### src/rtl/VX_gpu_pkg.sv
// -----------------------------------------------------------------------------
// VX_gpu_pkg
//   Shared GPU-core definitions used by the ALU vote aggregation slice.
//   - vote_op_t    : INST_VOTE_* operation encodings
//   - vote_state_t : vote aggregator FSM states
//   - up_clog2     : clog2 clamped to a minimum of 1 bit (index widths)
// -----------------------------------------------------------------------------
package VX_gpu_pkg;

   typedef enum logic [1:0] {
      INST_VOTE_ALL = 2'd0,
      INST_VOTE_ANY = 2'd1,
      INST_VOTE_UNI = 2'd2,
      INST_VOTE_BAL = 2'd3
   } vote_op_t;

   typedef enum logic {
      VOTE_ACCUM = 1'b0,
      VOTE_DRAIN = 1'b1
   } vote_state_t;

   // A field indexing n items still needs one bit when n == 1.
   function automatic int up_clog2(input int n);
      return (n > 1) ? $clog2(n) : 1;
   endfunction

endpackage

### src/rtl/vx_alu_vote_agg_if.sv
// -----------------------------------------------------------------------------
// vx_alu_vote_agg_if
//   Packet-stream interface of the warp vote aggregator.
//   Input side : in_valid/in_ready handshake with op, tmask, pred, pid,
//                sop/eop framing and an opaque tag.
//   Output side: out_valid/out_ready handshake with the vote result replicated
//                per lane plus the replayed tmask, pid, sop/eop and tag.
//   Modports   : slave  = the aggregator
//                master = the upstream/downstream environment
// -----------------------------------------------------------------------------
interface vx_alu_vote_agg_if
   import VX_gpu_pkg::*;
#(
   parameter int NUM_LANES   = 4,
   parameter int NUM_PACKETS = 2,
   parameter int XLEN        = 32,
   parameter int TAG_WIDTH   = 16,
   parameter int PID_WIDTH   = up_clog2(NUM_PACKETS)
);

   logic                      in_valid;
   logic                      in_ready;
   vote_op_t                  in_op;
   logic [NUM_LANES-1:0]      in_tmask;
   logic [NUM_LANES-1:0]      in_pred;
   logic [PID_WIDTH-1:0]      in_pid;
   logic                      in_sop;
   logic                      in_eop;
   logic [TAG_WIDTH-1:0]      in_tag;

   logic                      out_valid;
   logic                      out_ready;
   logic [NUM_LANES*XLEN-1:0] out_data;
   logic [NUM_LANES-1:0]      out_tmask;
   logic [PID_WIDTH-1:0]      out_pid;
   logic                      out_sop;
   logic                      out_eop;
   logic [TAG_WIDTH-1:0]      out_tag;

   modport slave (
      input  in_valid, in_op, in_tmask, in_pred, in_pid, in_sop, in_eop, in_tag,
      input  out_ready,
      output in_ready,
      output out_valid, out_data, out_tmask, out_pid, out_sop, out_eop, out_tag
   );

   modport master (
      output in_valid, in_op, in_tmask, in_pred, in_pid, in_sop, in_eop, in_tag,
      output out_ready,
      input  in_ready,
      input  out_valid, out_data, out_tmask, out_pid, out_sop, out_eop, out_tag
   );

endinterface

### src/rtl/vx_vote_pkt_buf.sv
// -----------------------------------------------------------------------------
// vx_vote_pkt_buf
//   NUM_PACKETS-deep packet store for one warp instruction. Packets are
//   written in order at slot `count` and read back combinationally at slot
//   `rd_idx`. No write-to-read bypass.
// Ports:
//   clk, reset : clock, synchronous active-high reset
//   wr_en      : store wr_data at slot count, count++
//   wr_data    : packed packet record
//   rd_en      : advance rd_idx
//   clear      : drop all stored packets (count = rd_idx = 0), wins over rd_en
//   count      : number of stored packets
//   rd_idx     : slot currently presented on rd_data
//   rd_data    : packet record at rd_idx
// -----------------------------------------------------------------------------
module vx_vote_pkt_buf #(
   parameter int NUM_PACKETS = 2,
   parameter int WIDTH       = 8,
   parameter int CNT_W       = $clog2(NUM_PACKETS + 1)
) (
   input  logic             clk,
   input  logic             reset,
   input  logic             wr_en,
   input  logic [WIDTH-1:0] wr_data,
   input  logic             rd_en,
   input  logic             clear,
   output logic [CNT_W-1:0] count,
   output logic [CNT_W-1:0] rd_idx,
   output logic [WIDTH-1:0] rd_data
);

   logic [WIDTH-1:0] mem [NUM_PACKETS];

   // NOTE: storage has no reset; count gates what is ever read, so stale
   // slot contents are never visible and the array maps to plain registers.
   always_ff @(posedge clk) begin
      for (int i = 0; i < NUM_PACKETS; i++) begin
         if (wr_en && (count == CNT_W'(i))) begin
            mem[i] <= wr_data;
         end
      end
   end

   // NOTE: state registers use non-blocking assignments so every flop samples
   // the pre-edge values regardless of statement order.
   always_ff @(posedge clk) begin
      if (reset || clear) begin
         count  <= '0;
         rd_idx <= '0;
      end else begin
         if (wr_en) count  <= count + CNT_W'(1);
         if (rd_en) rd_idx <= rd_idx + CNT_W'(1);
      end
   end

   always_comb begin
      rd_data = '0;
      for (int i = 0; i < NUM_PACKETS; i++) begin
         if (rd_idx == CNT_W'(i)) rd_data = mem[i];
      end
   end

endmodule

### src/rtl/vx_alu_vote_agg.sv
// -----------------------------------------------------------------------------
// vx_alu_vote_agg
//   Warp-wide vote/ballot unit for warps split into several lane packets.
//   ACCUM: packets are buffered and their predicates folded into warp-wide
//          accumulators; the op of the first packet of a group is latched.
//   DRAIN: after eop (or a full buffer), every buffered packet is replayed in
//          arrival order with the warp vote result in every lane.
// Ports:
//   clk   : clock
//   reset : synchronous active-high reset, discards any partial group
//   bus   : vx_alu_vote_agg_if.slave packet-in / packet-out streams
// -----------------------------------------------------------------------------
module vx_alu_vote_agg
   import VX_gpu_pkg::*;
#(
   parameter int NUM_LANES   = 4,
   parameter int NUM_PACKETS = 2,
   parameter int XLEN        = 32,
   parameter int TAG_WIDTH   = 16
) (
   input  logic                clk,
   input  logic                reset,
   vx_alu_vote_agg_if.slave    bus
);

   localparam int PID_WIDTH = up_clog2(NUM_PACKETS);
   localparam int CNT_W     = $clog2(NUM_PACKETS + 1);
   localparam int BAL_W     = NUM_LANES * NUM_PACKETS;
   localparam int PKT_W     = NUM_LANES + PID_WIDTH + 2 + TAG_WIDTH;

   if (BAL_W > XLEN) begin : g_bad_cfg
      $error("vx_alu_vote_agg: NUM_LANES*NUM_PACKETS exceeds XLEN");
   end

   vote_state_t       state_q, state_n;
   logic              has_true_q, has_true_n;
   logic              has_false_q, has_false_n;
   logic [BAL_W-1:0]  ballot_q, ballot_n;
   vote_op_t          op_q, op_n;
   logic [XLEN-1:0]   result_q, result_n;
   logic              vote_all, vote_uni;

   logic [CNT_W-1:0]  count, rd_idx;
   logic [PKT_W-1:0]  wr_pkt, rd_pkt;
   logic [NUM_LANES-1:0] lane_true, lane_false;
   logic              full, in_fire, out_fire, last_out, drain_done, pid_ok;

   assign full         = (count == CNT_W'(NUM_PACKETS));
   assign bus.in_ready = (state_q == VOTE_ACCUM) && !full;
   assign in_fire      = bus.in_valid && bus.in_ready;
   assign bus.out_valid = (state_q == VOTE_DRAIN);
   assign out_fire     = bus.out_valid && bus.out_ready;
   // In DRAIN count is always >= 1, so count-1 never wraps there.
   assign last_out     = (rd_idx == count - CNT_W'(1));
   assign drain_done   = out_fire && last_out;

   assign lane_true  = bus.in_tmask & bus.in_pred;
   assign lane_false = bus.in_tmask & ~bus.in_pred;

   assign wr_pkt = {bus.in_tmask, bus.in_pid, bus.in_sop, bus.in_eop, bus.in_tag};
   assign {bus.out_tmask, bus.out_pid, bus.out_sop, bus.out_eop, bus.out_tag} = rd_pkt;
   assign bus.out_data = {NUM_LANES{result_q}};

   vx_vote_pkt_buf #(
      .NUM_PACKETS (NUM_PACKETS),
      .WIDTH       (PKT_W),
      .CNT_W       (CNT_W)
   ) u_pkt_buf (
      .clk     (clk),
      .reset   (reset),
      .wr_en   (in_fire),
      .wr_data (wr_pkt),
      .rd_en   (out_fire),
      .clear   (drain_done),
      .count   (count),
      .rd_idx  (rd_idx),
      .rd_data (rd_pkt)
   );

   // NOTE: every always_comb output is given a default first, so no path
   // leaves a signal unassigned and no latch is inferred.
   always_comb begin
      state_n     = state_q;
      has_true_n  = has_true_q;
      has_false_n = has_false_q;
      ballot_n    = ballot_q;
      op_n        = op_q;
      pid_ok      = 1'b0;

      // An out-of-range pid matches no slice, so its ballot bits are dropped.
      for (int p = 0; p < NUM_PACKETS; p++) begin
         if (bus.in_pid == PID_WIDTH'(p)) begin
            pid_ok = 1'b1;
            if (in_fire) begin
               ballot_n[p*NUM_LANES +: NUM_LANES] =
                  ballot_q[p*NUM_LANES +: NUM_LANES] | lane_true;
            end
         end
      end

      case (state_q)
         VOTE_ACCUM: begin
            if (in_fire) begin
               has_true_n  = has_true_q  | (|lane_true);
               has_false_n = has_false_q | (|lane_false);
               if (count == '0) op_n = bus.in_op;
               if (bus.in_eop) state_n = VOTE_DRAIN;
            end else if (full) begin
               // Group never closed: replay what is stored rather than stall.
               state_n = VOTE_DRAIN;
            end
         end
         VOTE_DRAIN: begin
            if (drain_done) begin
               state_n     = VOTE_ACCUM;
               has_true_n  = 1'b0;
               has_false_n = 1'b0;
               ballot_n    = '0;
            end
         end
         default: state_n = VOTE_ACCUM;
      endcase

      // Result from the post-update accumulators so the eop packet counts.
      vote_all = ~has_false_n;
      vote_uni = vote_all | ~has_true_n;
      case (op_n)
         INST_VOTE_ALL: result_n = XLEN'(vote_all);
         INST_VOTE_ANY: result_n = XLEN'(has_true_n);
         INST_VOTE_UNI: result_n = XLEN'(vote_uni);
         default:       result_n = XLEN'(ballot_n);
      endcase
   end

   always_ff @(posedge clk) begin
      if (reset) begin
         state_q     <= VOTE_ACCUM;
         has_true_q  <= 1'b0;
         has_false_q <= 1'b0;
         ballot_q    <= '0;
         op_q        <= INST_VOTE_ALL;
         result_q    <= '0;
      end else begin
         state_q     <= state_n;
         has_true_q  <= has_true_n;
         has_false_q <= has_false_n;
         ballot_q    <= ballot_n;
         op_q        <= op_n;
         // Result is frozen for the whole DRAIN phase.
         if ((state_q == VOTE_ACCUM) && (state_n == VOTE_DRAIN)) begin
            result_q <= result_n;
         end
      end
   end

   a_missing_eop : assert property (@(posedge clk) disable iff (reset)
      !((state_q == VOTE_ACCUM) && full))
      else $error("missing eop");

   a_pid_range : assert property (@(posedge clk) disable iff (reset)
      in_fire |-> pid_ok)
      else $error("vote pid out of range");

endmodule

### src/flat_wrapper.sv
// flat-port wrapper written by rule: the top's interface ports become plain ports
module vx_alu_vote_agg_flat import VX_gpu_pkg::*;
#(
   parameter int NUM_LANES   = 4,
   parameter int NUM_PACKETS = 2,
   parameter int XLEN        = 32,
   parameter int TAG_WIDTH   = 16
)
  (clk, reset, bus_in_valid, bus_in_op, bus_in_tmask, bus_in_pred, bus_in_pid, bus_in_sop, bus_in_eop, bus_in_tag, bus_out_ready, bus_in_ready, bus_out_valid, bus_out_data, bus_out_tmask, bus_out_pid, bus_out_sop, bus_out_eop, bus_out_tag);
  vx_alu_vote_agg_if #(.NUM_LANES(NUM_LANES), .NUM_PACKETS(NUM_PACKETS), .XLEN(XLEN), .TAG_WIDTH(TAG_WIDTH)) bus_i ();
  input  logic clk;
  input  logic reset;
  input wire logic [$bits(bus_i.in_valid)-1:0] bus_in_valid;
  input wire logic [$bits(bus_i.in_op)-1:0] bus_in_op;
  input wire logic [$bits(bus_i.in_tmask)-1:0] bus_in_tmask;
  input wire logic [$bits(bus_i.in_pred)-1:0] bus_in_pred;
  input wire logic [$bits(bus_i.in_pid)-1:0] bus_in_pid;
  input wire logic [$bits(bus_i.in_sop)-1:0] bus_in_sop;
  input wire logic [$bits(bus_i.in_eop)-1:0] bus_in_eop;
  input wire logic [$bits(bus_i.in_tag)-1:0] bus_in_tag;
  input wire logic [$bits(bus_i.out_ready)-1:0] bus_out_ready;
  output wire logic [$bits(bus_i.in_ready)-1:0] bus_in_ready;
  output wire logic [$bits(bus_i.out_valid)-1:0] bus_out_valid;
  output wire logic [$bits(bus_i.out_data)-1:0] bus_out_data;
  output wire logic [$bits(bus_i.out_tmask)-1:0] bus_out_tmask;
  output wire logic [$bits(bus_i.out_pid)-1:0] bus_out_pid;
  output wire logic [$bits(bus_i.out_sop)-1:0] bus_out_sop;
  output wire logic [$bits(bus_i.out_eop)-1:0] bus_out_eop;
  output wire logic [$bits(bus_i.out_tag)-1:0] bus_out_tag;
  assign bus_i.in_valid = bus_in_valid;
  assign bus_i.in_op = bus_in_op;
  assign bus_i.in_tmask = bus_in_tmask;
  assign bus_i.in_pred = bus_in_pred;
  assign bus_i.in_pid = bus_in_pid;
  assign bus_i.in_sop = bus_in_sop;
  assign bus_i.in_eop = bus_in_eop;
  assign bus_i.in_tag = bus_in_tag;
  assign bus_i.out_ready = bus_out_ready;
  assign bus_in_ready = bus_i.in_ready;
  assign bus_out_valid = bus_i.out_valid;
  assign bus_out_data = bus_i.out_data;
  assign bus_out_tmask = bus_i.out_tmask;
  assign bus_out_pid = bus_i.out_pid;
  assign bus_out_sop = bus_i.out_sop;
  assign bus_out_eop = bus_i.out_eop;
  assign bus_out_tag = bus_i.out_tag;
  vx_alu_vote_agg #(.NUM_LANES(NUM_LANES), .NUM_PACKETS(NUM_PACKETS), .XLEN(XLEN), .TAG_WIDTH(TAG_WIDTH)) u_core (.clk(clk), .reset(reset), .bus(bus_i));
endmodule
### config.mk
export PLATFORM = sky130hd
export DESIGN_NAME = vx_alu_vote_agg_flat
export DESIGN_NICKNAME = d
export VERILOG_FILES = /design/src/rtl/VX_gpu_pkg.sv /design/src/rtl/vx_alu_vote_agg_if.sv /design/src/rtl/vx_vote_pkt_buf.sv /design/src/rtl/vx_alu_vote_agg.sv /design/src/flat_wrapper.sv
export SDC_FILE = /design/constraint.sdc
export NUM_CORES = 1
export LEC_CHECK = 0
export ABC_AREA = 1
export CAP_MARGIN = 20
export CORE_MARGIN = 1
export CORE_UTILIZATION = 45
export DETAILED_ROUTE_END_ITERATION = 8
export PLACE_DENSITY = 0.84
export REMOVE_ABC_BUFFERS = 1
export SLEW_MARGIN = 20
export SYNTH_ARGS = -nofsm -noshare
export SYNTH_HDL_FRONTEND = slang
export SYNTH_SLANG_ARGS = --single-unit
### constraint.sdc
create_clock -name clk -period 7.05 [get_ports clk]
set_input_delay 1.0575 -clock clk [delete_from_list [all_inputs] [get_ports clk]]
set_output_delay 1.0575 -clock clk [all_outputs]
set_load 0.03 [all_outputs]
==> flow_summary.toml <==
[run_status]
status = "finished clean"

[sta]
skew_ns = 0.00743
rsz0062_at_grt = "no"
holdWs_ns = 0.474
worstMarginPinSlew_ns = 0.938
finalSetupViolations = 0
finalCritPeriodShare_pct = 58.5
timing.fmax_ghz = 0.243
max-slew-margin-rel_pct = 37.4
min_period_ns = 4.12
fin_setup_tns_ns = 0
timing_hold_violations_final = 0
drv_slew = 0

[synthesis]
ys_async_sr_fraction_pct = 0
ys_ff_latch = 71
synth.area.top_cells = "edfxtp_1, buf_4, dfxtp_1, nand2_1, inv_1"
yosys_warnings = 0
synth.cell_area_um2 = 3960
yosysTopAreaCell = "edfxtp_1"
synth_ff_type = "edfxtp_1"
synth_edf_count = 46
yosysSeqAreaShare_pct = 47.6
synthDistinctLibCells = 24
yosysTopAreaCellShare_pct = 34.9
syn_area_per_cell_um2 = 9.44
syn_inst = 419

[final_layout]
stdcell_area_um2 = 4630
final_layout_size_suffix_gt1_share_pct = 10.2
mostFrequentLayoutCells = "conb_1, clkdlybuf4s50_1, nand2_1"
antenna_cells = 0
layout_commonest_cell = "conb_1"
layout.nets = 523
area_growth_syn_to_layout_pct = 17.0

[setup_path]
endpoint_kind = "output port"
path_class = "flip-flop to output port"
required_ns = 5.99
critPathMaxFanout = 24
start_kind = "flip-flop"
cp_data_arrival_time_ns = 3.06

[floorplan]
die_area_um2 = 9170
io_pins = 186
core_area_um2 = 8340
fp.dieH_um = 95.8
start_util_pct = 47.4
fp.dieW_um = 95.8
num_rows = 33

[global_route]
use_met3_pct = 3.55
grtUsageTotal_pct = 16.6
grt_pass1_wl_mm = 11.4
grt_pass1_vias = 2458
top_usage_layer = "met2"
antenna_found_initial = 0
grt-ovfl-total = 0
grt_util_met2_pct = 30.7
grt_max_degree = 25
gr-usage-met1_pct = 18.0

[placed_design]
gp_congestion = 0.866
dp_hpwl_mm = 5.39
postPlaceCellArea_um2 = 4400
port_buffers = 89

[detailed_routing]
drt_pass1_iterations = 4
ant_nets = 0
drtIter0Drc = 84
via_count = 2599
wl_mm = 7.48
viasPerCell = 4.37
drc = 0
avgRoutedWirePerCell_um = 12.6

[power_and_ir_drop]
powerDensity_nw_per_um2 = 245
p_leak_nw = 1.98
vdd_ir_drop_max_mv = 0.120

[clock_network]
clock_latency_ns = 0.34
path_clk_slew_ns = 0.08
cts_tree = "done"
postCtsSetupBuffers = 0
clockBufferDepth = 2
htree_levels = 3
cts_hold_buf = 0
cts_sinks = 71
cts_resized = 0
numCtsBuffers = 9
clock_tree.root_cell = "clkbuf_8"

[run]
drv_cap = 0

[hold_path]
hp-class = "flip-flop to flip-flop"
-- critical path, cell delays in order (launching register included) --
cell	delay (ns)
dfxtp_1	0.34
inv_1	0.09
ha_1	0.77
inv_1	0.62
nand3_1	0.20
nand2_1	0.10
clkdlybuf4s50_1	0.60
-- final timing paths --
| kind | startpoint | to | slack [ns] | cells past startpoint |
|---|---|---|---|---|
| max | u_core.u_pkt_buf.rd_idx[1]$_SDFFE_PP0P_ | bus_out_tmask[1] | 2.93 | 6 |
| min | u_core.ballot_q[0]$_SDFF_PP0_ | u_core.ballot_q[0]$_SDFF_PP0_ | 0.47 | 2 |
| max reg2reg | u_core.u_pkt_buf.count[0]$_SDFFE_PP0N_ | u_core.u_pkt_buf.mem[0][6]$_DFFE_PP_ | 4.92 | 5 |
| min reg2reg | u_core.ballot_q[0]$_SDFF_PP0_ | u_core.ballot_q[0]$_SDFF_PP0_ | 0.47 | 2 |
-- flip-flops by register name, summed over array words and instances, names as in the netlist --
register	flops
u_core.u_pkt_buf.mem	46
u_core.ballot_q	8
u_core.result_q	8
u_core.op_q	2
u_core.u_pkt_buf.count	2
u_core.u_pkt_buf.rd_idx	2
u_core.bus.out_valid	1
u_core.has_false_q	1
u_core.has_true_q	1
-- cells in the mapped netlist, types with 3 or more instances --
| cell type | count |
|---|---|
| nor2_1 | 15 |
| edfxtp_1 | 46 |
| clkbuf_1 | 7 |
| nand2_1 | 85 |
| dfxtp_1 | 25 |
| nor2_2 | 7 |
| nand4_1 | 3 |
| buf_4 | 121 |
| a22oi_2 | 7 |
| a21oi_1 | 9 |
| ha_1 | 5 |
| o31ai_2 | 7 |
| nand2_4 | 4 |
| nand3_1 | 27 |
| nand2_2 | 3 |
| inv_1 | 38 |
| o21ai_0 | 3 |
-- layout make-up --
| type | instances | area (um^2) |
|---|---|---|
| clock inverters | 4 | 50.0 |
| multi-input cells | 274 | 1340 |
| clock buffers | 12 | 176 |
| fillers | 730 | 3710 |
| flip-flops and latches | 71 | 1880 |
| inverters | 40 | 155 |
| well taps | 105 | 131 |
| repair buffers | 89 | 891 |
-- power by group --
group,switching [mW],total [mW],internal [mW]
sequential,0.00934,0.482,0.472
clock,0.148,0.352,0.204
combinational,0.212,0.298,0.0865
total,0.369,1.13,0.762
-- layer usage --
metal / routed length [um] / vias up
li1: - / 1258
met1: 2870 / 1194
met2: 3930 / 141
met3: 587 / 6
met4: 102 / 0
met5: 0 / -
-- metrics by stage --
stage	utilization [%]	power, mW	instances	setup WS (ns)
after floorplan	-	0.690	385	4.40
after global placement	52.7	0.782	579	3.36
after detailed placement	52.8	0.789	579	3.27
after CTS	55.5	1.14	595	2.89
after global routing	55.5	1.18	595	2.70
final	55.5	1.13	595	2.93
-- cells by family (layout without fill, tap and decap cells) --
| group | Yosys count | count (layout) | share of synthesized area (%) |
|---|---|---|---|
| buffers and inverters | 169 | 145 | 27.7 |
| adder cells (fa/ha/maj) | 5 | 5 | 1.58 |
| AND/OR/NAND/NOR | 146 | 146 | 16.9 |
| other | 1 | 96 | 0.0948 |
| AO/OA/AOI/OAI | 27 | 27 | 6.17 |
| flip-flops | 71 | 71 | 47.6 |
Note: power is estimated with default switching activity, not from simulation.
